$ cat config.mk
export PLATFORM = sky130hd
export DESIGN_NAME = spi_reg_port
export DESIGN_NICKNAME = d
export VERILOG_FILES = /design/src/rtl/spi_reg_port_pkg.sv /design/src/rtl/spi_reg_port_sync_edge.sv /design/src/rtl/spi_reg_port.sv
export SDC_FILE = /design/constraint.sdc
export NUM_CORES = 1
export LEC_CHECK = 0
export BUFFER_PORTS_ARGS = -buffer_cell sky130_fd_sc_hd__buf_2
export CAP_MARGIN = 10
export CORE_MARGIN = 2
export CORE_UTILIZATION = 60
export CTS_CLUSTER_DIAMETER = 30
export DETAILED_ROUTE_END_ITERATION = 8
export GPL_ROUTABILITY_DRIVEN = 0
export PLACE_DENSITY = 0.82
export SYNTH_ARGS = -nofsm -noshare
export SYNTH_HDL_FRONTEND = slang
export SYNTH_HIERARCHICAL = 1
export SYNTH_SLANG_ARGS = --single-unit
$ cat constraint.sdc
create_clock -name I_clk -period 3.51 [get_ports I_clk]
set_input_delay 0.1755 -clock I_clk [delete_from_list [all_inputs] [get_ports I_clk]]
set_output_delay 0.1755 -clock I_clk [all_outputs]
set_load 0.01 [all_outputs]
$ cat src/rtl/spi_reg_port_pkg.sv
// Shared definitions for the SPI register port: instruction field layout,
// frame lengths and the frame-decoder state encoding.
package spi_reg_port_pkg;

  localparam int RW_BIT    = 15;
  localparam int W_MSB     = 14;
  localparam int W_LSB     = 13;
  localparam int INSTR_LEN = 16;
  localparam int BYTE_LEN  = 8;

  localparam logic [1:0] W_STREAM = 2'b11;

  typedef enum logic [1:0] {
    IDLE  = 2'd0,
    INSTR = 2'd1,
    DATA  = 2'd2,
    DONE  = 2'd3
  } state_e;

endpackage

$ cat src/rtl/spi_reg_port_sync_edge.sv
// Multi-flop synchroniser for one asynchronous pin, with single-cycle
// rise/fall pulses derived from the synchronised level.
module spi_sync_edge #(
  parameter int   STAGES  = 2,
  parameter logic RST_VAL = 1'b0
) (
  input  logic clk,
  input  logic rst_n,
  input  logic din,
  output logic dout,
  output logic rise,
  output logic fall
);

  logic [STAGES-1:0] sync_q, sync_d;
  logic              prev_q, prev_d;

  // NOTE: every variable assigned in always_comb gets a value on every path, otherwise a latch is inferred.
  always_comb begin
    sync_d = {sync_q[STAGES-2:0], din};
    prev_d = sync_q[STAGES-1];
  end

  // NOTE: sequential state uses non-blocking assignments so all flops update from pre-edge values.
  always_ff @(posedge clk or negedge rst_n) begin
    if (!rst_n) begin
      sync_q <= {STAGES{RST_VAL}};
      prev_q <= RST_VAL;
    end else begin
      sync_q <= sync_d;
      prev_q <= prev_d;
    end
  end

  assign dout = sync_q[STAGES-1];
  assign rise = dout & ~prev_q;
  assign fall = ~dout & prev_q;

endmodule

$ cat src/rtl/spi_reg_port.sv
// Oversampled SPI slave (ADI 3/4-wire framing) that turns instruction + data
// frames into register-bank enable/write strobes and serialises read-back on SDO.
module spi_reg_port
  import spi_reg_port_pkg::*;
#(
  parameter int ADDR_W      = 13,
  parameter int SYNC_STAGES = 2
) (
  input  logic              I_clk,
  input  logic              I_reset_n,
  input  logic              I_sclk,
  input  logic              I_csb,
  input  logic              I_sdi,
  input  logic [7:0]        I_rdata,
  output logic [ADDR_W-1:0] O_addr,
  output logic              O_enable,
  output logic              O_wen,
  output logic [7:0]        O_wdata,
  output logic              O_sdo,
  output logic              O_sdo_oe
);

  logic sclk_lvl_unused, sclk_rise, sclk_fall;
  logic csb_s, sdi_s;
  logic [3:0] edge_unused;

  spi_sync_edge #(.STAGES(SYNC_STAGES), .RST_VAL(1'b0)) u_sync_sclk (
    .clk(I_clk), .rst_n(I_reset_n), .din(I_sclk),
    .dout(sclk_lvl_unused), .rise(sclk_rise), .fall(sclk_fall)
  );

  // CSB resets to the deselected level so release of reset never looks like a frame start.
  spi_sync_edge #(.STAGES(SYNC_STAGES), .RST_VAL(1'b1)) u_sync_csb (
    .clk(I_clk), .rst_n(I_reset_n), .din(I_csb),
    .dout(csb_s), .rise(edge_unused[0]), .fall(edge_unused[1])
  );

  spi_sync_edge #(.STAGES(SYNC_STAGES), .RST_VAL(1'b0)) u_sync_sdi (
    .clk(I_clk), .rst_n(I_reset_n), .din(I_sdi),
    .dout(sdi_s), .rise(edge_unused[2]), .fall(edge_unused[3])
  );

  state_e            state_q, state_d;
  logic [3:0]        bit_cnt_q, bit_cnt_d;
  logic [1:0]        byte_cnt_q, byte_cnt_d;
  logic [14:0]       shift_q, shift_d;     // the live SDI bit completes the 16-bit word
  logic              rw_q, rw_d;
  logic [1:0]        wlen_q, wlen_d;
  logic [ADDR_W-1:0] addr_q, addr_d;
  logic              enable_q, enable_d;
  logic              wen_q, wen_d;
  logic [7:0]        wdata_q, wdata_d;
  logic              sdo_q, sdo_d;
  logic              sdo_oe_q, sdo_oe_d;
  logic [7:0]        sdo_shift_q, sdo_shift_d;
  logic              dec_q, dec_d;
  logic              cap_q, cap_d;

  logic [15:0] instr_next;
  logic        instr_last, byte_last, frame_last;

  assign instr_next = {shift_q, sdi_s};
  assign instr_last = (bit_cnt_q == 4'(INSTR_LEN - 1));
  assign byte_last  = (bit_cnt_q == 4'(BYTE_LEN - 1));
  assign frame_last = (wlen_q != W_STREAM) && (byte_cnt_q == wlen_q);

  always_ff @(posedge I_clk or negedge I_reset_n) begin
    if (!I_reset_n) state_q <= IDLE;
    else            state_q <= state_d;
  end

  // CSB deselect is tested first in every state so it beats a coincident SCLK edge.
  always_comb begin
    state_d = state_q;
    unique case (state_q)
      IDLE:  if (!csb_s) state_d = INSTR;
      INSTR: begin
        if (csb_s)                          state_d = IDLE;
        else if (sclk_rise && instr_last)   state_d = DATA;
      end
      DATA: begin
        if (csb_s)                                       state_d = IDLE;
        else if (sclk_rise && byte_last && frame_last)   state_d = DONE;
      end
      DONE:  if (csb_s) state_d = IDLE;
    endcase
  end

  // Byte completion launches a short pipeline: strobe, then address step, then read preload.
  always_comb begin
    bit_cnt_d   = bit_cnt_q;
    byte_cnt_d  = byte_cnt_q;
    shift_d     = shift_q;
    rw_d        = rw_q;
    wlen_d      = wlen_q;
    addr_d      = addr_q;
    enable_d    = enable_q;
    wen_d       = 1'b0;
    wdata_d     = wdata_q;
    sdo_d       = sdo_q;
    sdo_oe_d    = sdo_oe_q;
    sdo_shift_d = sdo_shift_q;
    dec_d       = 1'b0;
    cap_d       = 1'b0;

    if (dec_q && state_q != IDLE) begin
      addr_d = addr_q - ADDR_W'(1);
      cap_d  = rw_q;
    end
    if (cap_q && state_q != IDLE) sdo_shift_d = I_rdata;

    unique case (state_q)
      IDLE: begin
        bit_cnt_d  = '0;
        byte_cnt_d = '0;
        enable_d   = 1'b0;
        sdo_oe_d   = 1'b0;
        sdo_d      = 1'b0;
      end
      INSTR: begin
        if (!csb_s && sclk_rise) begin
          shift_d   = instr_next[14:0];
          bit_cnt_d = bit_cnt_q + 4'd1;
          if (instr_last) begin
            bit_cnt_d  = '0;
            byte_cnt_d = '0;
            addr_d     = instr_next[ADDR_W-1:0];
            enable_d   = 1'b1;
            rw_d       = instr_next[RW_BIT];
            wlen_d     = instr_next[W_MSB:W_LSB];
            cap_d      = instr_next[RW_BIT];
          end
        end
      end
      DATA: begin
        if (csb_s) begin
          enable_d = 1'b0;
          sdo_oe_d = 1'b0;
        end else begin
          if (sclk_rise) begin
            shift_d   = instr_next[14:0];
            bit_cnt_d = bit_cnt_q + 4'd1;
            if (byte_last) begin
              bit_cnt_d  = '0;
              byte_cnt_d = byte_cnt_q + 2'd1;
              dec_d      = 1'b1;
              if (!rw_q) begin
                wen_d   = 1'b1;
                wdata_d = instr_next[7:0];
              end
              if (frame_last) sdo_oe_d = 1'b0;
            end
          end
          if (sclk_fall && rw_q) begin
            sdo_d       = sdo_shift_q[7];
            sdo_shift_d = {sdo_shift_q[6:0], 1'b0};
            sdo_oe_d    = 1'b1;
          end
        end
      end
      DONE: sdo_oe_d = 1'b0;
    endcase
  end

  always_ff @(posedge I_clk or negedge I_reset_n) begin
    if (!I_reset_n) begin
      bit_cnt_q   <= '0;
      byte_cnt_q  <= '0;
      shift_q     <= '0;
      rw_q        <= 1'b0;
      wlen_q      <= '0;
      addr_q      <= '0;
      enable_q    <= 1'b0;
      wen_q       <= 1'b0;
      wdata_q     <= '0;
      sdo_q       <= 1'b0;
      sdo_oe_q    <= 1'b0;
      sdo_shift_q <= '0;
      dec_q       <= 1'b0;
      cap_q       <= 1'b0;
    end else begin
      bit_cnt_q   <= bit_cnt_d;
      byte_cnt_q  <= byte_cnt_d;
      shift_q     <= shift_d;
      rw_q        <= rw_d;
      wlen_q      <= wlen_d;
      addr_q      <= addr_d;
      enable_q    <= enable_d;
      wen_q       <= wen_d;
      wdata_q     <= wdata_d;
      sdo_q       <= sdo_d;
      sdo_oe_q    <= sdo_oe_d;
      sdo_shift_q <= sdo_shift_d;
      dec_q       <= dec_d;
      cap_q       <= cap_d;
    end
  end

  assign O_addr   = addr_q;
  assign O_enable = enable_q;
  assign O_wen    = wen_q;
  assign O_wdata  = wdata_q;
  assign O_sdo    = sdo_q;
  assign O_sdo_oe = sdo_oe_q;

endmodule

# After elaboration in Yosys (flattened, before gate mapping)
# Cells that the tools add are included.
[word_totals] ff_bits=68 inputBits=13 out_inout_bits=25 wordCells=131
[classes] addsub=3 n_eq_ne=21 n_mux=57 bitwise_logic=6 n_reduce_logical=25
[ops] cell="two-way mux 13 bit" n=4
[ops] cell="two-way mux 15 bit" n=3
[ops] cell="two-way mux 8 bit" n=4
[ops] cell="one-hot mux 15 bit (2 select lines)" n=1
[ops] cell="two-way mux 1 bit" n=23
[ops] cell="two-way mux 2 bit" n=11
[ops] cell="two-way mux 4 bit" n=5
[ops] cell="AND reduction 4 bit" n=5
[ops] cell="!= test 2 bit, second input constant" n=8
[ops] cell="subtractor 13 x 1 -> 13 bit, second input constant" n=1
[ops] cell="!= test 4 x 3 -> 1 bit, second input constant" n=3
[ops] cell="one-hot mux 4 bit (3 select lines)" n=1
[ops] cell="logical AND 1 bit" n=8
[ops] cell="one-hot mux 2 bit (4 select lines)" n=1
[ops] cell="nonzero test 2 bit" n=4
[ops] cell="!= test 3 x 2 -> 1 bit, second input constant" n=2
[ops] cell="one-hot mux 2 bit (3 select lines)" n=1
[ops] cell="AND reduction 3 bit" n=2
[ops] cell="AND reduction 6 bit" n=1
[ops] cell="AND reduction 5 bit" n=1
[ops] cell="adder 4 x 1 -> 4 bit, second input constant" n=1
[ops] cell="== test 2 bit, second input constant" n=2
[ops] cell="== test 4 x 3 -> 1 bit, second input constant" n=1
[ops] cell="== test 4 bit, second input constant" n=1
[ops] cell="other kinds (12)" n=18

# Longest topological paths before layout
# Gate-level depths: netlist of the first run.
[depth] ltp_word=8 depth_mapped=8 ltp_nobuf=6

# Modules after synthesis
# Netlist of the first run, hierarchy kept.
[modules_own_cells] module="spi_reg_port" n_inst=1 cells_per_inst=268 area_per_inst_um2=2869.0 seq_area_each_um2=1526.5
[modules_own_cells] module="spi_sync_edge at u_sync_sclk ..." n_inst=2 cells_per_inst=5 area_per_inst_um2=90.1 seq_area_each_um2=75.1
[modules_own_cells] module="spi_sync_edge at u_sync_csb" n_inst=1 cells_per_inst=5 area_per_inst_um2=93.8 seq_area_each_um2=78.8

# Worst setup path before layout of the first run
# OpenSTA, ideal clock, no wires.
[synth_path] kind="register to register" startpoint="register state_q[0]" endpoint="register addr_q[12], in the netlist O_addr[12]" setup_time_ns=0.082 arrival_ns=2.067 t_required_ns=3.428 path_slack_ns=1.361 path_stages_with_launch=7 n_path_buf=0 synth_period_minus_slack_ns=2.149 cell_sequence="dfrtp_1 > inv_1 > ha_1 > or4b_4 > or2_1 > or4_1 > a31oi_1"
[synth_between] elab_chain_len=6 word_cells_on_any_way=7 classes_between="1 x eq/ne; 4 x mux; 2 x reduce/logical"
[synth_rtl] item="start, declared" line_no="spi_reg_port.sv:43" text="state_e state_q, state_d;"
[synth_rtl] item="start signal, assigned" line_no="spi_reg_port.sv:69" text="else state_q <= state_d;"
[synth_rtl] item="nonzero test 2 bit" line_no="spi_reg_port.sv:106" text="if (dec_q && state_q != IDLE) begin"
[synth_rtl] item="logical AND 1 bit" line_no="spi_reg_port.sv:106"
[synth_rtl] item="two-way mux 13 bit" line_no="spi_reg_port.sv:106"
[synth_rtl] item="two-way mux 13 bit" line_no="spi_reg_port.sv:124" text="if (instr_last) begin"
[synth_rtl] item="two-way mux 13 bit" line_no="spi_reg_port.sv:121" text="if (!csb_s && sclk_rise) begin"
[synth_rtl] item="two-way mux 13 bit *" line_no="spi_reg_port.sv:112" text="unique case (state_q)"
[synth_rtl] item="named net addr_d[12]" line_no="spi_reg_port.sv:49" text="logic [ADDR_W-1:0] addr_q, addr_d;"
[synth_rtl] item="end signal, assigned" line_no="spi_reg_port.sv:187" text="addr_q <= addr_d;"
[synth_rtl] item="end, declared" line_no="spi_reg_port.sv:49"
# The timed path passes the listed nets; every way through them passes the cells marked *.
# A chain may end at the register's enable or synchronous reset.

# Worst setup path after layout of the first run
# Same ends and word-level chain as after synthesis.

==> results by group, run 1 <==
Power and ir drop
  – Total power: 2390 µW
  – Pleak: 0.00171 µW
  – PD cells: 665 nW/µm²
  – Worst vdd ir: 0.428 mV

Floorplanning
  – Die Y: 75.4 µm
  – # IOs: 38
  – Initial Util: 0.636
  – Cell row count: 25
  – Core region area: 4820 µm²
  – Die X: around 75 µm
  – Die ar.: ~5700 µm²

Synth
  – Mean area per synthesized cell: 11.1 µm²
  – Yosys warns: 6
  – Cells after Synth: 277
  – Synth Net Count: 297
  – Post-synthesis cell area: 3060 µm²

Timing
  – Worst Clk Skew: 0.0118 ns
  – Fin crit share: 0.660
  – Final Critical Period: 2.32 ns
  – Final TNS setup: 0 ns
  – Unrepaired setup endpoints after global routing: no
  – Pins Over Slew Limit: 0
  – Setup violations, final: 0
  – Actual slew at the worst max-slew pin: 0.867 ns
  – Slew headroom: 0.414
  – Final hold viol count: 0
  – Peak Freq: 0.432 GHz

Clock tree
  – Num CTS Buffers: 9
  – Root Buffer: clkbuf_8
  – Max H-tree Level: 3
  – TritonCTS clock tree: done
  – Reg clk slew, reported paths: 0.07 ns
  – Worst-Skew Late Latency: between 0.3 and 0.4 ns
  – Clock Path Buffers: 2
  – CTS sink cnt: 68
  – Post-CTS Setup Bufs: 0

Routing
  – DR pass1 iterations: 4
  – Initial DRC count: 107
  – Via count: roughly 2.2k
  – Post-Route WL: between 5 and 6 mm
  – Vias per Instance: 5.54
  – Antenna Violating Nets Remaining: 0
  – Residual DRC: 0
  – Post-DR wirelength/cell: between 10 and 15 µm

Final layout
  – Share of cells above drive strength 1: 0.266
  – Fillers: 351
  – Final #Nets: about 340
  – Antenna diode count: 0
  – P&R area growth vs syn: 17.5%

Setup path
  – Crit path kind: reg2reg
  – Crit Path Max Fanout: 9
  – Crit. End Element: register
  – Worst R2R Path Depth: 6
  – FF-to-FF End: O_addr[12]
  – Endpoint required time on the critical path: around 3.8 ns
  – Startpoint types: register
  – Crit Reg-Reg Startpoint: state_q[0]
  – Critical Path Start: state_q[0]
  – Worst R2R Setup Slack: between 1 and 1.5 ns
  – Crit path arrival time: 2.58 ns

Global route
  – Overall routing resource usage: 0.224
  – Initial antenna violation count: 0
  – First-pass GRT wire length: 9.43 mm
  – Grt total ovfl: 0
  – Largest net degree at the start of global routing: 41
  – Vias in the first global route: 2052

Run
  – Max Cap Violations: 0

Worst hold path
  – Hold Crit Start: I_rdata[7]
  – WHS Endpoint: sdo_shift_q[7]
  – Worst Hold Depth: 3
  – Type of the tightest min-delay check: in2reg

Run status
  – Status: finished, final reports clean

Place
  – Post-DP HPWL: 3.97 mm
  – Buffers on Ports: 37
## cell usage in the layout (no fill, tap or decap), drive strengths merged, types with 2 or more instances in the layout
master and count:
dfrtp 66, buf 39, nand2 31, mux2 25
nor2 21, o21ai 18, a21oi 13, clkbuf 10
nand3 8, mux2i 8, ha 7, nor3 6
xnor2 6, inv 5, nor2b 5, xor2 5
a31oi 5, dlygate4sd3 4, and2b 4, and3 3
nor4 3, nand4 3, nand2b 3, bufinv 3
or2 3, nor4b 2, or3 2, and3b 2
or4 2, dfstp 2, clkinv 2
## worst max-delay path, cell delays in order, from the launching register on
cell     delay (ns)
dfrtp_1        0.42
inv_1          0.09
ha_1           0.29
or4b_4         0.59
or2_1          0.28
or4_1          0.40
a31oi_1        0.17
## area by class of cell
class / instances / area [µm²] / share of cell area
flip-flops and latches: 68 / 1700 / 0.474
multi-input cells: 195 / 1300 / 0.362
repair buffers: 43 / 240 / 0.0668
clock buffers: 10 / 138 / 0.0382
clock inverters: 6 / 111 / 0.0309
well taps: 67 / 83.8 / 0.0233
inverters: 5 / 18.8 / 0.00522
## what timing repair did
item	4_1_cts	5_1_grt
endpoints found under the setup margin	0	0
hold buffers	4	0
resized for setup	0	0
hold endpoints to repair	40	0
## flip-flops by register name (all words and copies together) (netlist names), 2 cells and up
register / count
sdo_shift_q: 8
byte_cnt_q: 2
shift_q: 15
state_q: 2
wlen_q: 2
u_sync_sdi/sync_q: 2
O_wdata: 8
u_sync_sclk/sync_q: 2
u_sync_csb/sync_q: 2
bit_cnt_q: 4
O_addr: 13
## metrics by stage
stage	hold slack [ns]	cell area (µm²)	util	instances	setup slack (ns)
final	0.140	3600	0.747	394	1.19
after global routing	0.176	3600	0.747	394	1.04
after CTS	0.136	3600	0.747	394	1.19
after detailed placement	0.285	3310	0.687	374	1.19
after global placement	0.282	3310	0.687	374	1.27
after floorplan	-0.120	3060	-	277	1.36
## per-layer routing
layer  up-vias  wire length, µm  global-route usage
li1       1064                -                   -
met1      1066             2710               0.315
met2        43             2720               0.351
met3        10              213              0.0397
met4         0              102              0.0877
met5         -                0                   0
## report_power, final
group | total, µW | switching (µW) | internal (µW) | leakage [µW]
Combinational | 606 | 304 | 302 | 0.000725
Clock | 780 | 289 | 491 | 0.000122
Sequential | 1010 | 102 | 907 | 0.000864
Total | 2390 | 695 | 1700 | 0.00171
## worst max path at each step
stage / end / slack (ns) / depth (start not counted)
detailed placement: O_wdata[5] / 1.19 / 5
global placement: O_wdata[3] / 1.27 / 5
global route: O_wdata[5] / 1.04 / 5
finish: O_addr[12] / 1.19 / 6
floorplan: O_addr[12] / 1.36 / 6
CTS: O_addr[12] / 1.19 / 6
(Power assumes the default switching activity.)
==> run 2, diff against run 1 <==
- CORE_UTILIZATION: 60 -> 52
- PLACE_DENSITY: 0.82 -> 0.75
- clock period: 3.51 -> 1.9 ns (I/O delays scaled with it)
==> results by group, run 2 (synthesis results as in run 1) <==
Run status
  – Status: finished, violations left
  – Failing checks: negative setup slack

Worst hold path
  – Hold Crit Start: I_rdata[7]
  – Type of the tightest min-delay check: in2reg
  – Worst Hold Depth: 3

Timing
  – Hold_ws: 0.0496 ns
  – Final TNS setup: -0.0553 ns
  – Unrepaired setup endpoints after global routing: yes
  – Slew headroom: 0.606
  – Setup violations, final: 1
  – Peak Freq: approximately 0.5 GHz
  – Actual slew at the worst max-slew pin: 0.591 ns
  – Final WS setup: -0.0553 ns
  – Fin crit share: 1.03
  – Worst Clk Skew: 0.0105 ns
  – Final hold viol count: 0
  – Final Critical Period: around 2.0 ns
  – Pins Over Slew Limit: 0

Place
  – Buffers on Ports: 37
  – Post-DP HPWL: approximately 4.2 mm
  – Cell Area, Placed: 3530 µm²

Routing
  – DR pass1 iterations: 4
  – Antenna Violating Nets Remaining: 0
  – Post-DR wirelength/cell: 14.5 µm
  – Via count: 2297
  – Residual DRC: 0
  – Initial DRC count: 124
  – Post-Route WL: 6.13 mm
  – Vias per Instance: 5.44

Global route
  – GR Util met3: 0.0544
  – First-pass GRT wire length: 10.2 mm
  – Largest net degree at the start of global routing: 44
  – GRT met2 Usage: 0.310
  – Initial antenna violation count: 0
  – GR peak layer: met2
  – Vias in the first global route: about 2.2k
  – Grt met1 use: 0.290
  – Grt total ovfl: 0
  – Overall routing resource usage: 0.208

Final layout
  – Share of cells above drive strength 1: 0.354
  – P&R area growth vs syn: 25.1%
  – Fillers: 442
  – Final instance area: ~3800 µm²
  – Largest register FFs: 15
  – Most common cell after layout, fill and taps aside: dfrtp_1
  – Area occupied by multi-input gates: 1380 µm²
  – Most flop-heavy register: shift_q
  – Sequential Area: between 1500 and 2000 µm²
  – Final #Nets: 365
  – Antenna diode count: 0
  – Most used cells in the layout excluding fill and tap cells: 66 x dfrtp_1, 37 x buf_2, 31 x nand2_1

Setup path
  – Crit Reg-Reg Startpoint: state_q[0]
  – Crit. End Element: register
  – Worst R2R Path Depth: 6
  – Critical Path Start: state_q[0]
  – Startpoint types: register
  – Endpoint required time on the critical path: 2.16 ns
  – Crit path arrival time: between 2 and 2.5 ns
  – Crit Path Max Fanout: 3
  – Crit path kind: reg2reg

Floorplanning
  – Initial Util: 0.546
  – Die Y: approximately 81 µm
  – Core region area: 5610 µm²
  – Die X: around 81 µm
  – Cell row count: 27
  – Die ar.: 6520 µm²
  – # IOs: 38

Clock tree
  – CTS sink cnt: 68
  – Num CTS Buffers: 9
  – Reg clk slew, reported paths: 0.08 ns
  – TritonCTS clock tree: done
  – Worst-Skew Late Latency: 0.34 ns
  – Root Buffer: clkbuf_8
  – Max H-tree Level: 3
  – Clock Path Buffers: 2

Power and ir drop
  – Pleak: 0.00181 µW
  – PD cells: 1210 nW/µm²
  – Worst vdd ir: approximately 0.76 mV

Run
  – Max Cap Violations: 0
## run 2: where the power goes
group / switching [µW] / internal [µW] / total [µW] / leakage [µW]
sequential: 188 / 1670 / 1860 / 0.000864
clock: 546 / 639 / 1190 / 0.0000983
combinational: 701 / 870 / 1570 / 0.000853
## run 2: per-stage QoR
stage	instances	setup WS (ns)	total power, µW	util
4_1_cts	422	-0.0611	4540	0.672
3_5_place_dp	402	-0.0611	3340	0.629
2_1_floorplan	277	-0.115	2770	-
5_1_grt	422	-0.128	4890	0.683
3_3_place_gp	402	-0.00975	3260	0.629
6_report	422	-0.0553	4620	0.683
## run 2: path summary, 6_finish.rpt
| check | to | slack, ns |
|---|---|---|
| max | O_addr[12] | -0.06 |
| max reg2reg | O_addr[12] | -0.06 |
| min | sdo_shift_q[7] | 0.05 |
| min reg2reg | u_sync_sclk/sync_q[1] | 0.35 |
| max in group asynchronous | shift_q[7] | 0.99 |
| min in group asynchronous | sdo_shift_q[1] | 0.30 |
## run 2: timing repair
item                                   CTS  global route
buffers inserted                         0             0
gates resized for setup                  0            13
pin swaps                                1             0
setup endpoints to repair                1            41
hold buffers                             4             0
cloned                                   0             0
endpoints found under the hold margin   26             0
## run 2: worst max-delay path: stages, from the launching register on
cell and delay (ns):
dfrtp_1 0.38, inv_2 0.07, ha_4 0.16, or4b_4 0.52, or2_1 0.23, or4_1 0.40
a31oi_1 0.13
## run 2: routing by layer
metal  vias up  part of all wire
met3        10             0.042
met5         -                 0
met1      1123              0.48
met2        53              0.46
met4         0             0.016
li1       1111                 -
## run 2: final cells by class
| class | instances | area share |
|---|---|---|
| clock inverters | 6 | 0.0167 |
| clock buffers | 10 | 0.0359 |
| repair buffers | 66 | 0.114 |
| well taps | 72 | 0.0235 |
| inverters | 5 | 0.00490 |
| flip-flops and latches | 68 | 0.445 |
| multi-input cells | 195 | 0.360 |
